$ cat config.mk
export PLATFORM = sky130hd
export DESIGN_NAME = vga_timing_gen_flat
export DESIGN_NICKNAME = d
export VERILOG_FILES = /design/src/rtl/vga_timing_gen_if.sv /design/src/rtl/vga_timing_gen.sv /design/src/flat_wrapper.sv
export SDC_FILE = /design/constraint.sdc
export NUM_CORES = 1
export LEC_CHECK = 0
export ABC_AREA = 1
export BUFFER_PORTS_ARGS = -buffer_cell sky130_fd_sc_hd__buf_4
export CELL_PAD_IN_SITES_DETAIL_PLACEMENT = 0
export CELL_PAD_IN_SITES_GLOBAL_PLACEMENT = 1
export CORE_MARGIN = 5
export CORE_UTILIZATION = 31
export CTS_CLUSTER_DIAMETER = 60
export DETAILED_ROUTE_END_ITERATION = 7
export PLACE_DENSITY = 0.75
export SLEW_MARGIN = 20
export SYNTH_ARGS = -nofsm -noshare
export SYNTH_HDL_FRONTEND = slang
export SYNTH_SLANG_ARGS = --single-unit
$ cat constraint.sdc
create_clock -name clk -period 3.5 [get_ports clk]
set_input_delay 0.525 -clock clk [delete_from_list [all_inputs] [get_ports clk]]
set_output_delay 0.525 -clock clk [all_outputs]
set_load 0.01 [all_outputs]
$ cat src/rtl/vga_timing_gen_if.sv
// Raster output bundle of vga_timing_gen: counters, syncs, strobes and tile coordinates.
// The generator drives the master side; the bit generator / tile renderer sees the slave side.
interface vga_timing_gen_if #(
   parameter int CNT_W     = 10,
   parameter int TILE_LOG2 = 4,
   parameter int ADDR_W    = 11
);
   logic [CNT_W-1:0]           hCount;
   logic [CNT_W-1:0]           vCount;
   logic                       hSync;
   logic                       vSync;
   logic                       bright;
   logic                       pixTick;
   logic                       lineStart;
   logic                       frameStart;
   logic [CNT_W-TILE_LOG2-1:0] tileCol;
   logic [CNT_W-TILE_LOG2-1:0] tileRow;
   logic [TILE_LOG2-1:0]       tilePixX;
   logic [TILE_LOG2-1:0]       tilePixY;
   logic [ADDR_W-1:0]          tileAddr;

   modport master (
      output hCount, vCount, hSync, vSync, bright, pixTick, lineStart, frameStart,
             tileCol, tileRow, tilePixX, tilePixY, tileAddr
   );
   modport slave (
      input  hCount, vCount, hSync, vSync, bright, pixTick, lineStart, frameStart,
             tileCol, tileRow, tilePixX, tilePixY, tileAddr
   );
endinterface

$ cat src/rtl/vga_timing_gen.sv
// Parametrised VGA raster timing generator with pixel-rate divider, registered
// sync/bright decode and an incrementally computed linear tile address.
module vga_timing_gen #(
   parameter int CLK_DIV   = 2,
   parameter int H_ACTIVE  = 640,
   parameter int H_FRONT   = 16,
   parameter int H_SYNC    = 96,
   parameter int H_BACK    = 48,
   parameter int V_ACTIVE  = 480,
   parameter int V_FRONT   = 10,
   parameter int V_SYNC    = 2,
   parameter int V_BACK    = 33,
   parameter int SYNC_POL  = 0,
   parameter int TILE_LOG2 = 4,
   parameter int CNT_W     = 10,
   parameter int ADDR_W    = 11
) (
   input  logic             clk,
   input  logic             reset,
   input  logic             enable,
   vga_timing_gen_if.master vga
);
   localparam int H_TOTAL = H_ACTIVE + H_FRONT + H_SYNC + H_BACK;
   localparam int V_TOTAL = V_ACTIVE + V_FRONT + V_SYNC + V_BACK;
   localparam int DIV_W   = (CLK_DIV > 1) ? $clog2(CLK_DIV) : 1;
   localparam int COL_W   = CNT_W - TILE_LOG2;

   localparam logic [DIV_W-1:0]  DIV_LAST = DIV_W'(CLK_DIV - 1);
   localparam logic [CNT_W-1:0]  H_LAST   = CNT_W'(H_TOTAL - 1);
   localparam logic [CNT_W-1:0]  V_LAST   = CNT_W'(V_TOTAL - 1);
   localparam logic [CNT_W-1:0]  H_ACT    = CNT_W'(H_ACTIVE);
   localparam logic [CNT_W-1:0]  V_ACT    = CNT_W'(V_ACTIVE);
   localparam logic [CNT_W-1:0]  HS_START = CNT_W'(H_ACTIVE + H_FRONT);
   localparam logic [CNT_W-1:0]  HS_END   = CNT_W'(H_ACTIVE + H_FRONT + H_SYNC);
   localparam logic [CNT_W-1:0]  VS_START = CNT_W'(V_ACTIVE + V_FRONT);
   localparam logic [CNT_W-1:0]  VS_END   = CNT_W'(V_ACTIVE + V_FRONT + V_SYNC);
   localparam logic [ADDR_W-1:0] TILES_X  = ADDR_W'(H_ACTIVE >> TILE_LOG2);
   localparam logic              SYNC_ON  = (SYNC_POL != 0);

   logic [DIV_W-1:0]  divCnt;
   logic [CNT_W-1:0]  hCount, vCount, hNext, vNext;
   logic [COL_W-1:0]  colBase, colNext;
   logic [ADDR_W-1:0] rowBase, rowNext, tileAddrQ, addrNext;
   logic              hSyncQ, vSyncQ, brightQ;
   logic              hSyncNext, vSyncNext, brightNext;
   logic              pixTick, lineStart, hWrap, frameWrap;

   assign pixTick   = enable & ~reset & (divCnt == DIV_LAST);
   assign hWrap     = (hCount == H_LAST);
   assign frameWrap = hWrap & (vCount == V_LAST);
   assign lineStart = pixTick & (hCount == '0);

   // Everything registered is loaded from the next-state position, so the
   // decoded outputs never lag the counters they describe.
   always_comb begin
      hNext   = hCount;
      vNext   = vCount;
      colNext = colBase;
      rowNext = rowBase;
      if (pixTick) begin
         if (hWrap) begin
            hNext   = '0;
            colNext = '0;
            if (frameWrap) begin
               vNext   = '0;
               rowNext = '0;
            end else begin
               vNext = vCount + CNT_W'(1);
               if (vNext[TILE_LOG2-1:0] == '0) rowNext = rowBase + TILES_X;
            end
         end else begin
            hNext = hCount + CNT_W'(1);
            if (hNext[TILE_LOG2-1:0] == '0) colNext = colBase + COL_W'(1);
         end
      end
      brightNext = (hNext < H_ACT) && (vNext < V_ACT);
      hSyncNext  = (hNext >= HS_START && hNext < HS_END) ? SYNC_ON : ~SYNC_ON;
      vSyncNext  = (vNext >= VS_START && vNext < VS_END) ? SYNC_ON : ~SYNC_ON;
      addrNext   = brightNext ? rowNext + ADDR_W'(colNext) : '0;
   end

   always_ff @(posedge clk) begin
      if (reset) begin
         divCnt    <= '0;
         hCount    <= '0;
         vCount    <= '0;
         colBase   <= '0;
         rowBase   <= '0;
         hSyncQ    <= ~SYNC_ON;
         vSyncQ    <= ~SYNC_ON;
         // Holds the decode of (0,0) so the first post-reset cycle is visible.
         brightQ   <= 1'b1;
         tileAddrQ <= '0;
      end else begin
         if (enable) divCnt <= (divCnt == DIV_LAST) ? '0 : divCnt + DIV_W'(1);
         hCount    <= hNext;
         vCount    <= vNext;
         colBase   <= colNext;
         rowBase   <= rowNext;
         hSyncQ    <= hSyncNext;
         vSyncQ    <= vSyncNext;
         brightQ   <= brightNext;
         tileAddrQ <= addrNext;
      end
   end

   // Decoded outputs read inactive for as long as reset is held.
   assign vga.hCount     = hCount;
   assign vga.vCount     = vCount;
   assign vga.hSync      = reset ? ~SYNC_ON : hSyncQ;
   assign vga.vSync      = reset ? ~SYNC_ON : vSyncQ;
   assign vga.bright     = brightQ & ~reset;
   assign vga.tileAddr   = reset ? '0 : tileAddrQ;
   assign vga.pixTick    = pixTick;
   assign vga.lineStart  = lineStart;
   assign vga.frameStart = lineStart & (vCount == '0);
   assign vga.tileCol    = hCount[CNT_W-1:TILE_LOG2];
   assign vga.tileRow    = vCount[CNT_W-1:TILE_LOG2];
   assign vga.tilePixX   = hCount[TILE_LOG2-1:0];
   assign vga.tilePixY   = vCount[TILE_LOG2-1:0];
endmodule

$ cat src/flat_wrapper.sv
// flat-port wrapper written by rule: the top's interface ports become plain ports
module vga_timing_gen_flat 
#(
   parameter int CLK_DIV   = 2,
   parameter int H_ACTIVE  = 640,
   parameter int H_FRONT   = 16,
   parameter int H_SYNC    = 96,
   parameter int H_BACK    = 48,
   parameter int V_ACTIVE  = 480,
   parameter int V_FRONT   = 10,
   parameter int V_SYNC    = 2,
   parameter int V_BACK    = 33,
   parameter int SYNC_POL  = 0,
   parameter int TILE_LOG2 = 4,
   parameter int CNT_W     = 10,
   parameter int ADDR_W    = 11
)
  (clk, reset, enable, vga_hCount, vga_vCount, vga_hSync, vga_vSync, vga_bright, vga_pixTick, vga_lineStart, vga_frameStart, vga_tileCol, vga_tileRow, vga_tilePixX, vga_tilePixY, vga_tileAddr);
  vga_timing_gen_if #(.CNT_W(CNT_W), .TILE_LOG2(TILE_LOG2), .ADDR_W(ADDR_W)) vga_i ();
  input  logic clk;
  input  logic reset;
  input  logic enable;
  output wire logic [$bits(vga_i.hCount)-1:0] vga_hCount;
  output wire logic [$bits(vga_i.vCount)-1:0] vga_vCount;
  output wire logic [$bits(vga_i.hSync)-1:0] vga_hSync;
  output wire logic [$bits(vga_i.vSync)-1:0] vga_vSync;
  output wire logic [$bits(vga_i.bright)-1:0] vga_bright;
  output wire logic [$bits(vga_i.pixTick)-1:0] vga_pixTick;
  output wire logic [$bits(vga_i.lineStart)-1:0] vga_lineStart;
  output wire logic [$bits(vga_i.frameStart)-1:0] vga_frameStart;
  output wire logic [$bits(vga_i.tileCol)-1:0] vga_tileCol;
  output wire logic [$bits(vga_i.tileRow)-1:0] vga_tileRow;
  output wire logic [$bits(vga_i.tilePixX)-1:0] vga_tilePixX;
  output wire logic [$bits(vga_i.tilePixY)-1:0] vga_tilePixY;
  output wire logic [$bits(vga_i.tileAddr)-1:0] vga_tileAddr;
  assign vga_hCount = vga_i.hCount;
  assign vga_vCount = vga_i.vCount;
  assign vga_hSync = vga_i.hSync;
  assign vga_vSync = vga_i.vSync;
  assign vga_bright = vga_i.bright;
  assign vga_pixTick = vga_i.pixTick;
  assign vga_lineStart = vga_i.lineStart;
  assign vga_frameStart = vga_i.frameStart;
  assign vga_tileCol = vga_i.tileCol;
  assign vga_tileRow = vga_i.tileRow;
  assign vga_tilePixX = vga_i.tilePixX;
  assign vga_tilePixY = vga_i.tilePixY;
  assign vga_tileAddr = vga_i.tileAddr;
  vga_timing_gen #(.CLK_DIV(CLK_DIV), .H_ACTIVE(H_ACTIVE), .H_FRONT(H_FRONT), .H_SYNC(H_SYNC), .H_BACK(H_BACK), .V_ACTIVE(V_ACTIVE), .V_FRONT(V_FRONT), .V_SYNC(V_SYNC), .V_BACK(V_BACK), .SYNC_POL(SYNC_POL), .TILE_LOG2(TILE_LOG2), .CNT_W(CNT_W), .ADDR_W(ADDR_W)) u_core (.clk(clk), .reset(reset), .enable(enable), .vga(vga_i));
endmodule
==> metrics.txt <==
number of synthesized flops with an enable pin=0; period utilization=91.3%; Synth Area per Inst=7.01 um^2; row count=37; initial DRC count=71; global-route usage over all layers=13.0%; vias=2997; Leakage=1.75 nW; vias in the first global route=2884; die width=113 um; Pwr Total=997 uW; status=finished clean; Die Footprint=12800 um^2; first-pass GRT wire length=13700 um; largest net degree at the start of global routing=49; Tmin final=3.20 ns; crit end category=register; VDD IR max=161 uV; worst skew pair latency=0.30 ns; flops & latches, synth=52; wire length per cell=12.5 um; H-tree depth=2; Main synth FF type=dfxtp_1; Final Hold Violating Endpoints=0; DRT Wirelength=8160 um; Critical Path Fanout Max=10; core area=10400 um^2; CP peak stage delay=0.44 ns; drt drc=0; R2R cell count=18; post-synth cell types=41; Setup TNS Final=0 ns; WP buf/inv=1; max-cap violations=0; input/output buffers=59; TritonCTS Buffers=5; hold depth=3; nets=531; hpwl dp=6350 um; R2R Path End=u_core.tileAddrQ[8]; Mapped Area=3300 um^2; # clock sinks=52; hold crit path type=in -> reg; Startpoint Class=register; Vias/cell=4.60; I/O pins=60; post-synthesis async set-or-reset flop share=0%; Hold Path End=u_core.divCnt; Hold Slack=0.443 ns; CP max stage cell=dfxtp_1; YS warnings=0; critical path type=reg -> reg; Relative slew margins=63.1%; Clock Tree Root=clkbuf_8; Diodes inserted=0; Initial Utilization=31.8%; area delta synth->final=17.0%; CP Cell Sequence=ha_1, nand2_2, nor2_8, nand3_4, nor2_8, nand2_2, clkinv_1, nor2_1, ha_1, fa_1, nand3_1, nand2_1, a21oi_1, o21bai_1, nand3_1, nor2_1, xor2_1, nor2_2; Syn Nets=487; Top Family by Delay on Critical Path=simple AND/OR/NAND/NOR gates; grt total ovfl=0; max-slew violation count=0; Post-Synthesis Cells=470; setup repair bufs after CTS=0; share of layout cells above drive strength 1=23.9%; # fillers=1122; power per cell area=259 nW/um^2; RSZ-0062 raised after global routing=no; Crit path required time=3.70 ns; Least-Margin Pin Slew=0.548 ns; critical path arrival=3.39 ns; Reg clk slew, reported paths=0.10 ns; routability cong.=0.805; Die Y=113 um; post-route ant nets=0; Max Root-Sink Buffers=2; drt pass-1 iters=4; RR Startpoint=u_core.vga.hCount[1]; initial antenna violation count=0; TritonCTS clock tree=built; critical path depth=18; post-synthesis sequential area ratio=31.6%; fmax=313 MHz; r2r setup slk=0.30 ns; Final Skew=0.00752 ns; hold wc startpoint=enable; count of final setup violators=0
==> Yosys cell counts, types with 8 or more instances <==
library cell / instances / share of area (%)
nand2_1: 77 / 8.8
nor2_1: 72 / 8.2
inv_1: 69 / 7.9
dfxtp_1: 52 / 32
nand3_1: 26 / 3.9
buf_4: 21 / 4.8
a21oi_1: 15 / 2.3
nor3_1: 15 / 2.3
nand4_1: 14 / 2.7
ha_1: 13 / 4.9
nor2_2: 12 / 2.3
xor2_1: 10 / 2.7
o21ai_0: 8 / 1.2
==> stage by stage <==
step / setup WS (ns) / std cells / utilization (%) / area, um^2
final: 0.303 / 651 / 37.2 / 3860
after global routing: 0.0271 / 651 / 37.2 / 3860
after CTS: 0.290 / 651 / 37.1 / 3850
after detailed placement: 0.320 / 643 / 36.2 / 3760
after global placement: 0.348 / 643 / 36.2 / 3760
after floorplan: 0.588 / 470 / - / 3300
==> layout by cell type, fill, tap and decap left out, types with 10 or more instances in the layout <==
master / n
nand4_1: 14
buf_4: 66
ha_1: 13
nand2_1: 77
xor2_1: 10
nor2_2: 13
nor2_1: 71
nand3_1: 26
dfxtp_1: 50
inv_1: 69
a21oi_1: 15
nor3_1: 15
==> worst max path at each step <==
stage	end	start	slack (ns)
5_1_grt	u_core.tileAddrQ[7]	u_core.vga.hCount[1]	0.03
2_1_floorplan	u_core.tileAddrQ[8]	u_core.vga.hCount[1]	0.59
6_report	u_core.tileAddrQ[8]	u_core.vga.hCount[1]	0.30
3_5_place_dp	u_core.tileAddrQ[8]	u_core.vga.hCount[0]	0.32
4_1_cts	u_core.tileAddrQ[8]	u_core.vga.hCount[0]	0.29
3_3_place_gp	u_core.tileAddrQ[7]	u_core.vga.hCount[2]	0.35
==> state kept, by name, summed over array words and instances, names as in the netlist <==
signal             flops
u_core.vSyncQ          1
u_core.vga.hCount     10
u_core.rowBase        11
u_core.hSyncQ          1
u_core.colBase         6
u_core.tileAddrQ      11
u_core.divCnt          1
u_core.vga.vCount     10
u_core.brightQ         1
==> area by class of cell <==
class                           count  area (um^2)  area share, %
Multi-Input combinational cell    312         1760           45.7
Tap cell                          136          170           4.41
Clock buffer                        7         86.3           2.24
Clock inverter                      1         7.51          0.195
Sequential cell                    52         1040           27.1
Inverter                           77          289           7.50
Timing Repair Buffer               66          495           12.8
==> cell families (layout without fill, tap and decap cells) <==
group | after synthesis | in the layout | synth area share (%)
adder cells (fa/ha/maj) | 14 | 14 | 5.54
AO/OA/AOI/OAI | 37 | 37 | 6.76
flip-flops | 52 | 52 | 31.6
XOR/XNOR | 14 | 14 | 3.95
AND/OR/NAND/NOR | 247 | 247 | 37.2
buffers and inverters | 106 | 151 | 15.0
==> worst min-delay path, stage by stage <==
cell,delay [ns]
buf_4,0.08
nor2_1,0.03
nor2_1,0.08
==> report_power, final <==
part           internal (mW)  total [mW]  leakage [nW]  switching (mW)
clock                  0.161       0.365        0.0445           0.204
combinational         0.0104      0.0373          1.28          0.0268
sequential             0.593       0.595         0.420         0.00150
total                  0.765       0.997          1.75           0.232
==> metal layers <==
metal  up-vias  GRT usage (%)  wire length [um]
li1       1543              -                 -
met1      1376           16.7              3800
met2        68           22.6              3870
met3        10           2.09               357
met4         0           3.77               144
met5         -              0                 0
==> what timing repair did <==
action,in CTS,in global routing
endpoints found under the hold margin,0,0
endpoints found under the setup margin,0,2
resized for setup,0,3
hold buffers,0,0
Power figures use the tool's default switching activity.
